--- config.mk ---
export PLATFORM = sky130hd
export DESIGN_NAME = imm_ext_pipe
export DESIGN_NICKNAME = d
export VERILOG_FILES = /design/src/rtl/imm_ext_pipe.sv
export SDC_FILE = /design/constraint.sdc
export NUM_CORES = 1
export LEC_CHECK = 0
export ABC_CLOCK_PERIOD_IN_PS = 2700
export CAP_MARGIN = 0
export CELL_PAD_IN_SITES_DETAIL_PLACEMENT = 0
export CELL_PAD_IN_SITES_GLOBAL_PLACEMENT = 1
export CORE_ASPECT_RATIO = 0.9
export CORE_UTILIZATION = 41
export DETAILED_ROUTE_END_ITERATION = 6
export GPL_ROUTABILITY_DRIVEN = 0
export PLACE_DENSITY = 0.94
export SYNTH_ARGS = -nofsm -noshare
export SYNTH_HDL_FRONTEND = slang
export SYNTH_SLANG_ARGS = --single-unit
--- constraint.sdc ---
create_clock -name clk -period 2.7 [get_ports clk]
set_input_delay 0.27 -clock clk [delete_from_list [all_inputs] [get_ports clk]]
set_output_delay 0.27 -clock clk [all_outputs]
set_load 0.01 [all_outputs]
--- src/rtl/imm_ext_pipe.sv ---
// Registered immediate extender: zero/sign/high/branch-offset modes behind a
// valid/ready handshake with a one-entry skid buffer.
module imm_ext_pipe #(
  parameter int IN_W  = 16,
  parameter int OUT_W = 32
) (
  input  logic             clk,
  input  logic             rst,
  input  logic             in_valid,
  output logic             in_ready,
  input  logic [IN_W-1:0]  in_imm,
  input  logic [2:0]       in_mode,
  output logic             out_valid,
  input  logic             out_ready,
  output logic [OUT_W-1:0] out_data,
  output logic             out_err
);

  localparam int PAD_W = OUT_W - IN_W;

  typedef struct packed {
    logic             err;
    logic [OUT_W-1:0] data;
  } res_t;

  res_t             ext;
  res_t             out_q;
  res_t             skid_q;
  logic             skid_valid;
  logic [OUT_W-1:0] sext;
  logic             accept;
  logic             slot_free;

  // Extension happens before the registers, so the mode never needs storing.
  always_comb begin
    sext = {{PAD_W{in_imm[IN_W-1]}}, in_imm};
    ext  = '0;
    case (in_mode)
      3'd0:    ext.data = {{PAD_W{1'b0}}, in_imm};
      3'd1:    ext.data = sext;
      3'd2:    ext.data = {in_imm, {PAD_W{1'b0}}};
      3'd3:    ext.data = {sext[OUT_W-3:0], 2'b00};
      default: ext.err  = 1'b1;
    endcase
  end

  assign in_ready  = !rst && !skid_valid;
  assign accept    = in_valid && in_ready;
  assign slot_free = !out_valid || out_ready;

  always_ff @(posedge clk) begin
    if (rst) begin
      out_valid  <= 1'b0;
      out_q      <= '0;
      skid_valid <= 1'b0;
      skid_q     <= '0;
    end else if (slot_free) begin
      // Skid entry is older than anything upstream, so it always goes first.
      if (skid_valid) begin
        out_q      <= skid_q;
        out_valid  <= 1'b1;
        skid_valid <= 1'b0;
      end else if (accept) begin
        out_q     <= ext;
        out_valid <= 1'b1;
      end else begin
        out_valid <= 1'b0;
      end
    end else if (accept) begin
      skid_q     <= ext;
      skid_valid <= 1'b1;
    end
  end

  assign out_data = out_q.data;
  assign out_err  = out_q.err;

endmodule

### Word-level counts from Yosys, hierarchy flattened

Index checks and enable logic that the tools add are counted.

| storage, ports and cells | value |
|---|---|
| bits in writable memories | 0 |
| word-level logic and storage cells | 28 |
| latch bits | 0 |
| register bits | 68 |
| memories | 0 |
| bits of input ports | 23 |
| ROM bits | 0 |
| output and inout port bits | 35 |

| cells by class | value |
|---|---|
| equal/unequal tests | 3 |
| shift operators | 0 |
| mux-type cells | 6 |
| divide/modulo/power cells | 0 |
| $add $sub $neg | 0 |
| bitwise operators | 1 |
| reduce and logical (&&, ||, !) cells | 12 |
| multiply operators | 0 |
| magnitude comparators | 0 |

Operators with widths:

| operator | number |
|---|---|
| one-hot mux 32 bit (4 select lines) | 1 |
| 2-to-1 mux 33 bit | 2 |
| == test 3 x 2 -> 1 bit (second input constant) | 2 |
| AND reduction 2 bit | 2 |
| OR reduction 4 bit | 1 |
| == test 3 x 1 -> 1 bit (second input constant) | 1 |
| zero test 1 bit | 3 |
| zero test 3 bit | 1 |
| 2-to-1 mux 1 bit | 3 |
| logical AND 1 bit | 2 |
| nonzero test 2 bit | 1 |
| OR reduction 2 bit | 1 |
| logical OR 1 bit | 1 |
| NOT 1 bit | 1 |

### Depth between registers and ports, before layout

Gate-level depths: netlist (run 1).

| depth | value |
|---|---|
| word-level depth | 5 |
| gate-level depth with buffers | 7 |
| mapped depth without buffers | 4 |

### Worst setup path before layout (run 1)

No wires, ideal clock.

| timing path | value |
|---|---|
| path type | input to register |
| from | in rst |
| to | reg skid_q[4] (netlist name) |
| setup slack | 1.246 ns |
| library setup time | 0.128 ns |
| stages | 7 |
| path buffers | 3 |
| data arrival time | 1.327 ns |
| data required time | 2.572 ns |
| cells stage by stage | buf_2 nor2_1 and3_1 buf_4 buf_6 mux2i_1 nor2_1 |

| between the ends | value |
|---|---|
| cells in the longest elaborated chain, start to end | 4 |

RTL lines:

| item | line | text |
|---|---|---|
| start: declaration | 8 | `input logic rst,` |
| zero test 1 bit | 47 | `assign in_ready = !rst && !skid_valid;` |
| logical AND 1 bit | 47 |  |
| net in_ready | 10 | `output logic in_ready,` |
| logical AND 1 bit | 48 | `assign accept = in_valid && in_ready;` |
| AND reduction 2 bit (no line) | -- |  |
| end signal: assignment | 70 | `skid_q <= ext;` |
| end: declaration | 28 | `res_t skid_q;` |

The timed path passes the listed nets, and every way through them passes these cells.
A chain may end at the register's enable or synchronous reset.

### Final worst setup path (run 1)

| timing path | value |
|---|---|
| from | reg skid_valid |
| to | out in_ready |

| between the ends | value |
|---|---|
| cells in the longest elaborated chain, start to end | 2 |

RTL lines:

| item | line | text |
|---|---|---|
| start: declaration | 29 | `logic skid_valid;` |
| start signal: assignment | 55 | `skid_valid <= 1'b0;` |
| start signal: assignment | 62 | `skid_valid <= 1'b0;` |
| start signal: assignment | 71 | `skid_valid <= 1'b1;` |
| zero test 1 bit | 47 |  |
| logical AND 1 bit | 47 |  |
| end: declaration | 10 |  |

Every way passes these cells.

==> out/summary.txt, run 1 <==
register area: 1360 µm²
antenna viol nets, final: 0
area of the core: 7150 µm²
Synth Area in XOR/XNOR: 0%
final core utilization: 53.9%
Clock Tree Root: clkbuf_8
Required @ worst endpoint: 2.43 ns
Die Ht: 84.2 µm
global-route wire length before repair: 11400 µm
Yosys warnings: 0
CTS tree: yes
Slew headroom: 53.9%
Layout Nets: 432
H-tree Lvls: 3
Post-Syn Area: 3080 µm²
Clock Tree Buf Depth: 2
DP HPWL: 4770 µm
CTS resizes: 0
most frequent cells in the layout: dfxtp_1, nand2_1, clkdlybuf4s50_1, nor2_1, mux2i_1
Die ar.: 7850 µm²
main flop type after synthesis: dfxtp_1
TritonCTS Buffers: 9
r2r endpoint: out_data[2]
Via-to-Cell Ratio: 5.17
post-route setup TNS: 0 ns
# IOs: 58
Worst EP arrival: 1.64 ns
Syn Area/Cell: 8.47 µm²
Final Hold Vio Count: 0
IO Port Bufs: 57
Fill cells: 664
element type at the critical path end: output port
Hold Path Origin: rst
worst hold stages: 2
Total Wirelength: 7000 µm
final count of negative-setup-slack endpoints: 0
Starting DRT DRC Count: 142
max-slew violation count: 0
reg-to-reg startpoint: skid_valid
worst vdd ir: 337 µV
FFs w/ async S/R, synth: 0%
gr ovfl total: 0
commonest non-fill, non-tap cell in the layout: dfxtp_1
mux contribution to synthesized area: 10.7%
R2R Setup Slk: 0.91 ns
cell count after placement: 491
Worst Skew: 0.00511 ns
multi-input logic area: 1550 µm²
Yosys cell types: 30
sequential fraction of the synthesis area: 44.3%
post-CTS setup buffer count: 0
Worst-path clk slew: 0.07 ns
Hold/Removal Path Class: in -> reg
final non-filler cell total: 507
compound-cell area share of the yosys netlist: 19.6%
static leakage power: 0.00138 µW
RSZ-0062 raised after global routing: false
Max Fclk: 523 MHz
Std-Cell Rows: 29
Clock Latency Late Sink: 0.34 ns
layout cell share with drive strength beyond 1: 7.49%
Cells after Synth: 363
Critical Path Fanout Max: 12
CP Class: reg -> out
# Max-Cap Violations: 0
Final period util: 70.8%
total power per unit cell area: 568 nW/µm²
status: complete, no violations
Synth Area in Adders: 0%
Worst-Margin Slew: 0.691 ns
initial antenna violation count: 0
Residual DRC: 0
total number of vias: 2620
Hold Buf Count CTS: 0
Pre-antenna DRT Iters: 4
pin count of the biggest net entering global routing: 67
total track usage: 18.7%
r2r worst-path depth: 5
combinational family with the most area after synthesis: simple AND/OR/NAND/NOR gates
Mapped Nets: 386
routed len/inst: 13.8 µm
synthesis-to-layout area growth: 25.3%
Die W: 93.3 µm
EDFF count, synth: 0
vias in the first global route: 2349
initial core utilization: 43.0%
Hold Path Sink: out_valid
min Tclk post-route: 1.91 ns
Synth Register Bits: 68
CP Launch Type: register
antenna cell count: 0
Post-Synth Simple-Gate Area: 19.9%
Clock Sinks: 68
worst max-delay path by stage:
stage                     slack [ns]  depth (start not counted)          to       start
after floorplan                 1.25                          7   skid_q[4]         rst
after global placement          0.67                          6  skid_q[13]   out_ready
after detailed placement        0.62                          6  skid_q[14]   out_ready
after CTS                       0.79                          2    in_ready  skid_valid
after global routing            0.73                          2    in_ready  skid_valid
final                           0.79                          2    in_ready  skid_valid
flip-flops by register name, summed over array words and instances (netlist names):
name / cells
skid_q: 33
out_data: 32
out_err: 1
out_valid: 1
skid_valid: 1
report_power, final:
group | switching (µW) | internal (µW) | total (µW)
logic | 167 | 161 | 328
clock network | 373 | 418 | 791
registers | 22.8 | 1050 | 1070
total | 563 | 1620 | 2190
cells by family (layout without fill, tap and decap cells):
kind of cell / after synthesis / in the layout
simple gates: 143 / 143
buf+inv: 33 / 84
compound gates: 86 / 86
mux: 33 / 33
flops: 68 / 68
cell usage after synthesis (3+ instances only):
cell / instances / area [µm²]
nor2_1: 51 / 191
nand2_1: 61 / 229
and2_1: 3 / 18.8
mux2i_1: 33 / 330
nor3_1: 3 / 15.0
o21ai_0: 12 / 60.1
dfxtp_1: 68 / 1360
nand3_1: 3 / 15.0
o2bb2ai_1: 13 / 114
a311oi_1: 13 / 114
buf_4: 7 / 52.6
buf_2: 10 / 50.1
a21oi_1: 20 / 100
nand2b_1: 17 / 106
a211oi_1: 19 / 143
clkbuf_1: 13 / 48.8
per-layer routing:
metal / wire length (µm) / part of all wire [%] / GRT usage (%) / vias to the layer above
met2: 3220 / 46 / 28.7 / 62
li1: - / - / - / 1354
met5: 0 / 0 / 0 / -
met3: 362 / 5.2 / 5.43 / 9
met1: 3340 / 48 / 25.3 / 1195
met4: 85 / 1.2 / 5.87 / 0
final cells by class:
cell class / count / area share [%]
Timing Repair Buffer: 66 / 16.4
Tap cell: 93 / 3.02
Multi-Input combinational cell: 262 / 40.3
Clock buffer: 10 / 3.31
Inverter: 2 / 0.195
Clock inverter: 6 / 1.43
Sequential cell: 68 / 35.3
critical path, cell delays in order, from the launching register on:
cell,delay [ns]
dfxtp_1,0.45
nor2_1,0.27
clkdlybuf4s50_1,0.58
per-stage QoR:
step	hold WS, ns	power (µW)	worst slack, ns	instance area (µm²)
3_5_place_dp	0.446	1420	0.618	3670
4_1_cts	0.122	2200	0.795	3850
2_1_floorplan	0.417	1270	1.25	3080
5_1_grt	0.125	2290	0.728	3850
3_3_place_gp	0.438	1420	0.672	3670
6_report	0.132	2190	0.789	3850
No activity file was read; power rests on OpenSTA's default activity.
==> inputs of run 2 (changes only) <==
==> config.mk (replaced) <==
export PLATFORM = sky130hd
export DESIGN_NAME = imm_ext_pipe
export DESIGN_NICKNAME = d
export VERILOG_FILES = /design/src/rtl/imm_ext_pipe.sv
export SDC_FILE = /design/constraint.sdc
export NUM_CORES = 1
export LEC_CHECK = 0
export ABC_CLOCK_PERIOD_IN_PS = 1700
export CAP_MARGIN = 0
export CELL_PAD_IN_SITES_DETAIL_PLACEMENT = 0
export CELL_PAD_IN_SITES_GLOBAL_PLACEMENT = 1
export CORE_ASPECT_RATIO = 0.9
export CORE_UTILIZATION = 35
export DETAILED_ROUTE_END_ITERATION = 6
export GPL_ROUTABILITY_DRIVEN = 0
export PLACE_DENSITY = 0.86
export SYNTH_ARGS = -nofsm -noshare
export SYNTH_HDL_FRONTEND = slang
export SYNTH_SLANG_ARGS = --single-unit
==> constraint.sdc (replaced) <==
create_clock -name clk -period 1.7 [get_ports clk]
set_input_delay 0.17 -clock clk [delete_from_list [all_inputs] [get_ports clk]]
set_output_delay 0.17 -clock clk [all_outputs]
set_load 0.01 [all_outputs]
==> out/summary.txt, run 2 (synthesis results as in run 1) <==
element type at the critical path end: output port
max-slew violation count: 0 (unchanged)
layout cell share with drive strength beyond 1: 9.72% (+2.2 points)
Hold Slack: 0.455 ns (+0.323 ns)
H-tree Lvls: 3 (unchanged)
global-route wire length before repair: 13200 µm (+16%)
CP cell instances: nor2_2 -> clkdlybuf4s50_1
synthesis-to-layout area growth: 30.6%
Residual DRC: 0 (unchanged)
Worst-Margin Slew: 0.734 ns (+0.0426 ns)
min Tclk post-route: 1.60 ns
most frequent cells in the layout: dfxtp_1, nand2_1, clkdlybuf4s50_1, nor2_1, mux2i_1
CP Class: reg -> out
vias in the first global route: 2645 (+13%)
total number of vias: 2748 (+4.9%)
routed len/inst: 14.4 µm (+4.0%)
Pwr Total: 3610 µW (+65%)
Std-Cell Rows: 32 (+10%)
pin count of the biggest net entering global routing: 69 (+3.0%)
initial antenna violation count: 0 (unchanged)
Finished Cell Area: 4020 µm² (+4.3%)
Worst Skew: 0.0125 ns (+0.00740 ns)
# IOs: 58 (unchanged)
Largest stage delay, worst path: 0.55 ns (-0.03 ns)
TritonCTS Buffers: 9 (unchanged)
post-CTS setup buffer count: 0 (unchanged)
r2r worst-path depth: 6 (+1)
CP max-delay cell: clkdlybuf4s50_1
reg-to-reg startpoint: out_valid
Clock Latency Late Sink: 0.35 ns (about the same)
total track usage: 18.3% (-0.32 points)
Hold/Removal Path Class: reg -> reg
pre-CTS setup slack: -0.103 ns (-0.721 ns)
# Max-Cap Violations: 0 (unchanged)
commonest non-fill, non-tap cell in the layout: dfxtp_1
worst hold stages: 2 (unchanged)
Clock Sinks: 68 (unchanged)
max reg flops: 33 (unchanged)
Pre-antenna DRT Iters: 4 (unchanged)
Layout Nets: 440 (+1.9%)
static leakage power: 0.00144 µW (+3.9%)
final worst slack: 0.0977 ns (-0.691 ns)
total power per unit cell area: 898 nW/µm² (+58%)
area of the core: 8530 µm² (+19%)
antenna cell count: 0 (unchanged)
Hold Path Sink: skid_q[0]
status: complete, no violations
post-placement cell area: 3810 µm² (+3.9%)
Clock Tree Root: clkbuf_8
Hold Path Origin: skid_q[0]
Final period util: 94.3%
antenna viol nets, final: 0 (unchanged)
R2R Setup Slk: 0.25 ns (-0.66 ns)
Die Ht: 90.9 µm (+8.0%)
Max Fclk: 624 MHz
gr ovfl total: 0 (unchanged)
worst vdd ir: 421 µV (+25%)
CP Launch Type: register
Die W: 101 µm (+8.1%)
Die ar.: 9170 µm² (+17%)
final non-filler cell total: 541 (+6.7%)
final count of negative-setup-slack endpoints: 0 (unchanged)
Worst-path clk slew: 0.08 ns (about the same)
RSZ-0062 raised after global routing: false
Worst EP arrival: 1.43 ns (-0.21 ns)
Top reg by flops: skid_q
Clock Tree Buf Depth: 2 (unchanged)
DP HPWL: 5230 µm (+9.5%)
Total Wirelength: 7770 µm (+11%)
Critical Path Fanout Max: 5 (-7)
r2r endpoint: out_data[7]
CTS tree: yes
Slew headroom: 51.1% (-2.8 points)
IO Port Bufs: 57 (unchanged)
cell count after placement: 525 (+6.9%)
Final Hold Vio Count: 0 (unchanged)
Required @ worst endpoint: 1.53 ns (-0.90 ns)
Starting DRT DRC Count: 173 (+22%)
Via-to-Cell Ratio: 5.08 (-1.7%)
initial core utilization: 36.1% (-7.0 points)
[run 2: changes by cell type in the layout (fill, tap and decap cells not counted), sizes merged]
cell and change:
buf +8, clkinvlp +2, clkinv -2
[run 2: layer usage]
| metal | GRT usage [%] | routed length [µm] | vias up |
|---|---|---|---|
| met3 | 3.31 | 396 | 11 |
| met4 | 9.42 | 122 | 0 |
| met1 | 25.1 | 3700 | 1295 |
| li1 | - | - | 1372 |
| met5 | 0 | 0 | - |
| met2 | 27.4 | 3550 | 70 |
[run 2: layout make-up]
class,count,area [µm²]
fill,817,4510
timing repair buffer,74,743
sequential,68,1360
clock buffer,10,138
clock inverter,6,63.8
multi-input combinational,262,1550
tap,119,149
inverter,2,7.51
[run 2: what timing repair did]
item | CTS | global route
setup endpoints to repair | 0 | 1
hold buffers | 0 | 0
resized for setup | 0 | 1
[run 2: how the worst max path moves through the flow]
stage                from           end  cells past startpoint
6_report       skid_valid      in_ready                      2
5_1_grt        skid_valid      in_ready                      2
4_1_cts        skid_valid      in_ready                      2
3_5_place_dp   in_mode[1]  out_data[23]                      6
3_3_place_gp   in_mode[1]  out_data[23]                      6
2_1_floorplan   out_valid     skid_q[4]                      6
[run 2: per-stage QoR]
step | TNS (ns) | utilization, %
global placement | -0.187 | 44.7
detailed placement | -0.759 | 44.7
CTS | 0 | 47.1
global route | 0 | 47.1
finish | 0 | 47.1
floorplan | 0 | -
[run 2: power breakdown]
group / switching [µW] / internal, µW / total, µW
clock: 639 / 714 / 1350
combinational: 280 / 279 / 559
sequential: 36.7 / 1660 / 1700
total: 956 / 2650 / 3610
[run 2: worst max-delay path, delay by kind of cell, from the launching register on]
family                 cells  cell delay [ns]
DFF                        1             0.37
and+or+nand+nor            1             0.16
buffers and inverters      1             0.55
